`src/rtl/addsub_arbiter_if.sv`:
```
// addsub_arbiter_if: request/response bundle between two requesters, the arbiter and its consumer
interface addsub_arbiter_if #(parameter int dw = 8);
  logic          req0_valid, req0_ready, req0_add_sub;
  logic          req1_valid, req1_ready, req1_add_sub;
  logic [dw-1:0] req0_a, req0_b, req1_a, req1_b;
  logic          rsp_valid, rsp_ready, rsp_id;
  logic [dw-1:0] rsp_result;
  modport master (
    output req0_valid, req0_a, req0_b, req0_add_sub,
    output req1_valid, req1_a, req1_b, req1_add_sub,
    output rsp_ready,
    input  req0_ready, req1_ready, rsp_valid, rsp_result, rsp_id
  );
  modport slave (
    input  req0_valid, req0_a, req0_b, req0_add_sub,
    input  req1_valid, req1_a, req1_b, req1_add_sub,
    input  rsp_ready,
    output req0_ready, req1_ready, rsp_valid, rsp_result, rsp_id
  );
endinterface

```
`src/rtl/addsub_arbiter.sv`:
```
// addsub_arbiter: round-robin sharing of one add/subtract datapath between two requesters
module addsub_arbiter #(
  parameter int dw = 8
) (
  input  logic                 clk,
  input  logic                 rst_n,
  addsub_arbiter_if.slave      bus,
  output logic [7:0]           grant_cnt0,
  output logic [7:0]           grant_cnt1
);
  logic          rsp_valid, rsp_id, rr_last;
  logic [dw-1:0] rsp_result;
  logic          free, winner, rdy0, rdy1, accept, add_sub;
  logic [dw-1:0] a, b, res;
  // gating with rst_n keeps both ready outputs low while reset is held
  assign free    = rst_n & (~rsp_valid | bus.rsp_ready);
  assign winner  = (bus.req0_valid & bus.req1_valid) ? ~rr_last : bus.req1_valid;
  assign rdy0    = free & ~winner & bus.req0_valid;
  assign rdy1    = free & winner & bus.req1_valid;
  assign accept  = rdy0 | rdy1;
  assign a       = winner ? bus.req1_a : bus.req0_a;
  assign b       = winner ? bus.req1_b : bus.req0_b;
  assign add_sub = winner ? bus.req1_add_sub : bus.req0_add_sub;
  assign res     = add_sub ? a + b : a - b;
  assign bus.req0_ready = rdy0;
  assign bus.req1_ready = rdy1;
  assign bus.rsp_valid  = rsp_valid;
  assign bus.rsp_result = rsp_result;
  assign bus.rsp_id     = rsp_id;
  always_ff @(posedge clk or negedge rst_n) begin
    if (!rst_n) begin
      rsp_valid  <= 1'b0;
      rsp_result <= '0;
      rsp_id     <= 1'b0;
      rr_last    <= 1'b1;
      grant_cnt0 <= 8'd0;
      grant_cnt1 <= 8'd0;
    end else if (accept) begin
      rsp_valid  <= 1'b1;
      rsp_result <= res;
      rsp_id     <= winner;
      rr_last    <= winner;
      grant_cnt0 <= grant_cnt0 + {7'd0, rdy0};
      grant_cnt1 <= grant_cnt1 + {7'd0, rdy1};
    end else if (bus.rsp_ready) begin
      rsp_valid  <= 1'b0;
    end
  end
endmodule

```
`src/flat_wrapper.sv`:
```
// flat-port wrapper written by rule: the top's interface ports become plain ports
module addsub_arbiter_flat 
#(
  parameter int dw = 8
)
  (clk, rst_n, grant_cnt0, grant_cnt1, bus_req0_valid, bus_req0_a, bus_req0_b, bus_req0_add_sub, bus_req1_valid, bus_req1_a, bus_req1_b, bus_req1_add_sub, bus_rsp_ready, bus_req0_ready, bus_req1_ready, bus_rsp_valid, bus_rsp_result, bus_rsp_id);
  addsub_arbiter_if #(.dw(dw)) bus_i ();
  input  logic clk;
  input  logic rst_n;
  output logic [7:0] grant_cnt0;
  output logic [7:0] grant_cnt1;
  input wire logic [$bits(bus_i.req0_valid)-1:0] bus_req0_valid;
  input wire logic [$bits(bus_i.req0_a)-1:0] bus_req0_a;
  input wire logic [$bits(bus_i.req0_b)-1:0] bus_req0_b;
  input wire logic [$bits(bus_i.req0_add_sub)-1:0] bus_req0_add_sub;
  input wire logic [$bits(bus_i.req1_valid)-1:0] bus_req1_valid;
  input wire logic [$bits(bus_i.req1_a)-1:0] bus_req1_a;
  input wire logic [$bits(bus_i.req1_b)-1:0] bus_req1_b;
  input wire logic [$bits(bus_i.req1_add_sub)-1:0] bus_req1_add_sub;
  input wire logic [$bits(bus_i.rsp_ready)-1:0] bus_rsp_ready;
  output wire logic [$bits(bus_i.req0_ready)-1:0] bus_req0_ready;
  output wire logic [$bits(bus_i.req1_ready)-1:0] bus_req1_ready;
  output wire logic [$bits(bus_i.rsp_valid)-1:0] bus_rsp_valid;
  output wire logic [$bits(bus_i.rsp_result)-1:0] bus_rsp_result;
  output wire logic [$bits(bus_i.rsp_id)-1:0] bus_rsp_id;
  assign bus_i.req0_valid = bus_req0_valid;
  assign bus_i.req0_a = bus_req0_a;
  assign bus_i.req0_b = bus_req0_b;
  assign bus_i.req0_add_sub = bus_req0_add_sub;
  assign bus_i.req1_valid = bus_req1_valid;
  assign bus_i.req1_a = bus_req1_a;
  assign bus_i.req1_b = bus_req1_b;
  assign bus_i.req1_add_sub = bus_req1_add_sub;
  assign bus_i.rsp_ready = bus_rsp_ready;
  assign bus_req0_ready = bus_i.req0_ready;
  assign bus_req1_ready = bus_i.req1_ready;
  assign bus_rsp_valid = bus_i.rsp_valid;
  assign bus_rsp_result = bus_i.rsp_result;
  assign bus_rsp_id = bus_i.rsp_id;
  addsub_arbiter #(.dw(dw)) u_core (.clk(clk), .rst_n(rst_n), .bus(bus_i), .grant_cnt0(grant_cnt0), .grant_cnt1(grant_cnt1));
endmodule
```
`config.mk`:
```
export PLATFORM = sky130hd
export DESIGN_NAME = addsub_arbiter_flat
export DESIGN_NICKNAME = d
export VERILOG_FILES = /design/src/rtl/addsub_arbiter_if.sv /design/src/rtl/addsub_arbiter.sv /design/src/flat_wrapper.sv
export SDC_FILE = /design/constraint.sdc
export NUM_CORES = 1
export LEC_CHECK = 0
export BUFFER_PORTS_ARGS = -buffer_cell sky130_fd_sc_hd__buf_2
export CAP_MARGIN = 20
export CORE_MARGIN = 4
export CORE_UTILIZATION = 24
export CTS_BUF_LIST = sky130_fd_sc_hd__clkbuf_8
export CTS_CLUSTER_SIZE = 24
export DETAILED_ROUTE_END_ITERATION = 7
export MAX_ROUTING_LAYER = met4
export PLACE_DENSITY_LB_ADDON = 0.05
export SYNTH_ARGS = -nofsm -noshare
export SYNTH_HDL_FRONTEND = slang
export SYNTH_SLANG_ARGS = --single-unit
export TNS_END_PERCENT = 50
```
`constraint.sdc`:
```
create_clock -name clk -period 2.9 [get_ports clk]
set_input_delay 0 -clock clk [delete_from_list [all_inputs] [get_ports clk]]
set_output_delay 0 -clock clk [all_outputs]
set_load 0.02 [all_outputs]
```
# --- After elaboration in Yosys (flattened, before gate mapping) ---
# Cells that the tools add are included.
totals:
  out_inout_bits: 28
  inputBits: 39
  reg_bits: 27
  wordCells: 29
classes:
  n_addsub: 4
  muxes: 7
  bitwise_logic: 11
  n_reduce_logical: 1
ops:
  columns: ["op", "n"]
  rows:
  - ["$mux W8", 3]
  - ["$add A8 B1 Y8", 2]
  - ["$add A8 B8 Y8", 1]
  - ["$sub A8 B8 Y8", 1]
  - ["$and A1 B1 Y1", 6]
  - ["$mux W1", 4]
  - ["$not A1 Y1", 3]
  - ["$or A1 B1 Y1", 2]
  - ["$reduce_bool A2 Y1", 1]

# --- Logic depth before layout (Yosys ltp) ---
logic_depth:
  depth_word: 7
  ltp_mapped: 13
  mapped_depth_nobuf: 13

# --- Worst setup path before layout ---
# No wires, ideal clock.
synth_timing:
  path_kind: "flip-flop to flip-flop"
  from: "reg u_core.rr_last"
  to: "reg u_core.rsp_result[6] (netlist: u_core.bus.rsp_result[6])"
  arrival_ns: 2.594
  stages_incl_launch_ff: 13
  path_buffers: 2
  setup_ns: 0.095
  period_less_slack_ns: 2.689
  required_ns: 2.805
  path_slack_ns: 0.211
  cell_sequence: "dfstp_2 a21boi_4 buf_4 buf_2 mux2i_1 inv_1 fa_1 nor2b_1 o21ai_0 a21boi_0 o21a_1 nor3_1 o31ai_1"
synth_via:
  elab_chain_cells: 6
  elab_cells_between_ends: 14
  classes_between: "add/sub (2); mux (5); bitwise (7)"
synth_lines:
  columns: ["element", "line", "source"]
  rows:
  - ["start, declared", "addsub_arbiter.sv:11", "logic rsp_valid, rsp_id, rr_last;"]
  - ["start signal, assigned", "addsub_arbiter.sv:42", "rr_last <= winner;"]
  - ["$not A1 Y1 (*)", "addsub_arbiter.sv:17", "assign winner = (bus.req0_valid & bus.req1_valid) ? ~rr_last : bus.req1_valid;"]
  - ["$mux W1 (*)", "addsub_arbiter.sv:17", null]
  - ["branches (longest 4 deep; another with $sub A8 B8 Y8)", null, null]
  - ["end signal, assigned", "addsub_arbiter.sv:40", "rsp_result <= res;"]
  - ["end, declared", "addsub_arbiter.sv:12", "logic [dw-1:0] rsp_result;"]
# Every way passes the cells marked *.
# A chain may end at the register's enable or synchronous reset.

# --- Worst setup path in the final report ---
# Ends and elaborated chain as after synthesis.

==> PnR_summary.wiki <==
{| class="wikitable"
! Metric !! Value
|-
| Count of H-tree levels built during CTS || 1
|-
| Sort of element at the end of the critical path || flip-flop
|-
| Clock tree from TritonCTS || built
|-
| Synth Instances || 197
|-
| Predominant post-synthesis flop cell || sky130_fd_sc_hd__dfrtp_1
|-
| Yosys synthesis warning count || 0
|-
| Synth-to-layout area growth || 34.2%
|-
| DR pass1 iterations || 6
|-
| Clock buffer count from CTS || 3
|-
| Run status || finished, final reports clean
|-
| Fraction of the yosys area taken by sequential cells || 36.9%
|-
| Chip Height || 95.4 um
|-
| Met2 track demand over resource in global routing || 18.5%
|-
| Dominant cells by area after synthesis || sky130_fd_sc_hd__dfrtp_1 35%, sky130_fd_sc_hd__xnor2_1 11%, sky130_fd_sc_hd__nand2_1 7.2%
|-
| Family with the most delay on the worst path || compound AO/OA/AOI/OAI gates
|-
| Clock Tree Buf Depth || 2
|-
| Leakage || 1.23 nW
|-
| Final sum of negative setup slack || 0 ps
|-
| Skew final || 4.11 ps
|-
| Ranking of synthesized cells by instance count || 35 x sky130_fd_sc_hd__nand2_1, 26 x sky130_fd_sc_hd__dfrtp_1, 22 x sky130_fd_sc_hd__xnor2_1
|-
| Post-DR wirelength/cell || 12.8 um
|-
| Critical path buffers and inverters || 1
|-
| Critical Path RT || 3080 ps
|-
| Setup repair after global routing missed its margin || true
|-
| Total congestion overflow after global routing || 0
|-
| Slowest-stage cell, CP || sky130_fd_sc_hd__dfstp_2
|-
| CP endpoint || u_core.bus.rsp_result[6]$_DFFE_PN0P_
|-
| Top cell type by total area after synthesis || sky130_fd_sc_hd__dfrtp_1
|-
| Post-detailed-route DRC marker count || 0
|-
| Die Width || 95.4 um
|-
| Upper clock frequency limit || 0.374 GHz
|-
| Crit path cell chain || a21boi_4 -> mux2i_2 -> nand2_1 -> xor2_1 -> mux2i_1 -> inv_1 -> fa_2 -> nor2b_1 -> o21ai_2 -> a21boi_2 -> o21a_1 -> nor3_1 -> o31ai_1
|-
| Number of synthesized register bits || 27
|-
| Placed Area || 2330 um^2
|-
| Slowest Stage Delay on Critical Path || 580 ps
|-
| DRC marker count from the first detailed-route iteration || 43
|-
| Number of library cell types mapped by synthesis || 38
|-
| Clock latency on the worst-skew pair || 270 ps
|-
| WL final || 4800 um
|-
| First-pass GRT wire length || 8080 um
|-
| Startpoint of the worst register-to-register path || u_core.rr_last$_DFFE_PN1P_
|-
| Clk slew on worst S/H paths || 100 ps
|-
| Number of instances in the placed design || 366
|-
| Endpoint of the most critical register-to-register path || u_core.bus.rsp_result[6]$_DFFE_PN0P_
|-
| Transition at the pin with the smallest max-transition slack || 464 ps
|-
| Worst setup path category || flip-flop to flip-flop
|-
| Worst reg-to-reg path cell count || 13
|-
| Initial cell density of the core || 25.0%
|-
| Area enclosed by the die boundary || 9100 um^2
|-
| Ports || 67
|-
| Number of cell rows || 31
|-
| Core Region || 7330 um^2
|-
| Maximum vdd ir drop || 0.000157 V
|-
| Power per unit of standard cell area || 584 nW/um^2
|-
| Vias per std cell || 4.38
|-
| Hold WC Path Type || input pin to flip-flop
|-
| Antenna-violating nets left || 0
|-
| Fin crit period || 2670 ps
|-
| Count of buffers from port buffering || 66
|-
| Initial antenna violation count || 0
|-
| Most congested layer reported by global routing || met2
|-
| Type of origin of the critical path || flip-flop
|-
| Maximum fanout along the worst path || 4
|-
| Clk sinks || 27
|-
| Instance count on the critical path || 13
|-
| Sequential Area || 677 um^2
|-
| Slew HR || 68.8%
|-
| Final total power || 1.44 mW
|-
| Post-synth net total || 247
|-
| Post-layout instance count excluding filler cells || 375
|-
| Fin. max-slew vios || 0
|-
| Final HPWL from detailed placement || 3900 um
|-
| Clock root buffer || sky130_fd_sc_hd__clkbuf_8
|-
| Post-synthesis area per instance || 9.31 um^2
|-
| Launching instance or port of the critical path || u_core.rr_last$_DFFE_PN1P_
|-
| Global-route track usage on met1 || 15.4%
|-
| Diodes inserted || 0
|-
| Count of maximum capacitance violations || 0
|-
| Async set-reset flop share out of synthesis || 100%
|-
| Number of hold-slack violations in the final timing report || 0
|-
| GR Layer Usage met3 || 0.947%
|-
| Largest net degree at the start of global routing || 29
|-
| Footprint of the multi-input gates || 1140 um^2
|-
| Library cell with the highest instance count after synthesis || sky130_fd_sc_hd__nand2_1
|-
| All-Layer GR Usage || 11.4%
|-
| Number of fill cells || 793
|-
| Proportion of netlist area held by the largest area contributor || 35.5%
|-
| Via count of the first global-routing pass || 1719
|-
| Post-synth design cell area || 1830 um^2
|-
| Final period utilization || 92.2%
|-
| Finished layout cell area || 2460 um^2
|-
| Setup violations, final || 0
|-
| Reg2Reg Setup Slack || 230 ps
|-
| Final RePlAce weighted congestion || 0.761
|-
| Final-stage net count || 327
|-
| Number of enable-type register cells in the synthesized netlist || 0
|-
| Fraction of final layout cells with drive strength greater than 1 || 35.9%
|-
| Total number of vias || 1641
|-
| Arr. time, crit path || 2860 ps
|}
==> metal layers <==
metal	up-vias	wire length, um
met5	-	0
met4	0	36
met3	2	232
met2	54	2200
met1	741	2330
li1	844	-
==> cell usage in the layout, fill, tap and decap left out, drive strengths merged, types with 2 or more instances in the layout <==
cell type	netlist	layout
ha	10	10
xor2	6	6
mux2i	7	7
dfrtp	26	26
nand3	5	5
buf	2	77
xnor2	22	22
nand4	4	4
o31ai	3	3
mux2	8	8
nor2	6	6
a21oi	11	11
nor3	5	5
a31oi	2	2
clkbuf	3	3
and3	4	4
nor2b	2	2
and4	2	2
o21ai	11	11
o21a	4	4
nand2	35	35
dlygate4sd3	0	2
inv	6	7
nand2b	2	2
a21boi	2	2
==> where the power goes <==
group          switching [mW]  internal (mW)  total (mW)
sequential             0.0649          0.464       0.529
combinational           0.389          0.301       0.691
clock                   0.123         0.0950       0.218
==> layout make-up <==
class | instances | area share, %
inverter | 6 | 0.915
clock inverter | 1 | 0.152
tap | 99 | 5.03
clock buffer | 3 | 1.68
multi-input combinational | 159 | 46.4
timing repair buffer | 80 | 18.3
sequential | 27 | 27.5
==> worst min-delay path by stage <==
| stage | start | endpoint | slack (ps) | cells past startpoint |
|---|---|---|---|---|
| final | bus_req1_valid | u_core.rr_last$_DFFE_PN1P_ | 10 | 3 |
| after global routing | bus_req1_valid | u_core.rr_last$_DFFE_PN1P_ | 30 | 3 |
| after CTS | bus_req1_valid | u_core.rr_last$_DFFE_PN1P_ | 1 | 3 |
| after detailed placement | rst_n | u_core.grant_cnt1[3]$_DFFE_PN0P_ | 70 | 2 |
| after global placement | rst_n | u_core.grant_cnt1[4]$_DFFE_PN0P_ | 80 | 2 |
| after floorplan | rst_n | u_core.bus.rsp_id$_DFFE_PN0P_ | -300 | 0 |
==> per-stage QoR <==
stage                     hold slack [ps]  util (%)  worst slack, ps
final                                11.1      33.6              227
after CTS                            1.35      32.8             38.4
after floorplan                      -296         -              211
after global routing                 30.1      33.6            -28.8
after detailed placement             74.3      31.8             69.0
after global placement               75.9      31.8              103
==> tightest hold or removal path: cells and delay by family <==
kind            cells  cell delay, ps
compound gates      2             170
buf+inv             1             120
==> timing repair <==
| action | CTS | global route |
|---|---|---|
| gates resized for setup | 0 | 13 |
| setup endpoints to repair | 0 | 4 |
| setup buffers | 0 | 3 |
| hold endpoints to repair | 28 | 0 |
| hold buffers | 3 | 0 |
==> flip-flops by register name, summed over array words and instances, names as in the netlist <==
register / flops
u_core.grant_cnt1: 8
u_core.bus.rsp_result: 8
u_core.rr_last: 1
u_core.bus.rsp_id: 1
u_core.bus.rsp_valid: 1
u_core.grant_cnt0: 8
==> cells by family (layout without fill, tap and decap cells) <==
logic type	count (synthesis)	count (layout)	synth area share [%]
AND/OR/NAND/NOR	66	66	16.5
AO/OA/AOI/OAI	39	39	13.8
XOR/XNOR	28	28	13.4
flip-flops	27	27	36.9
multiplexers	15	15	8.94
adder cells (fa/ha/maj)	11	11	7.91
buffers and inverters	11	90	2.52
Note: power is estimated with default switching activity, not from simulation.
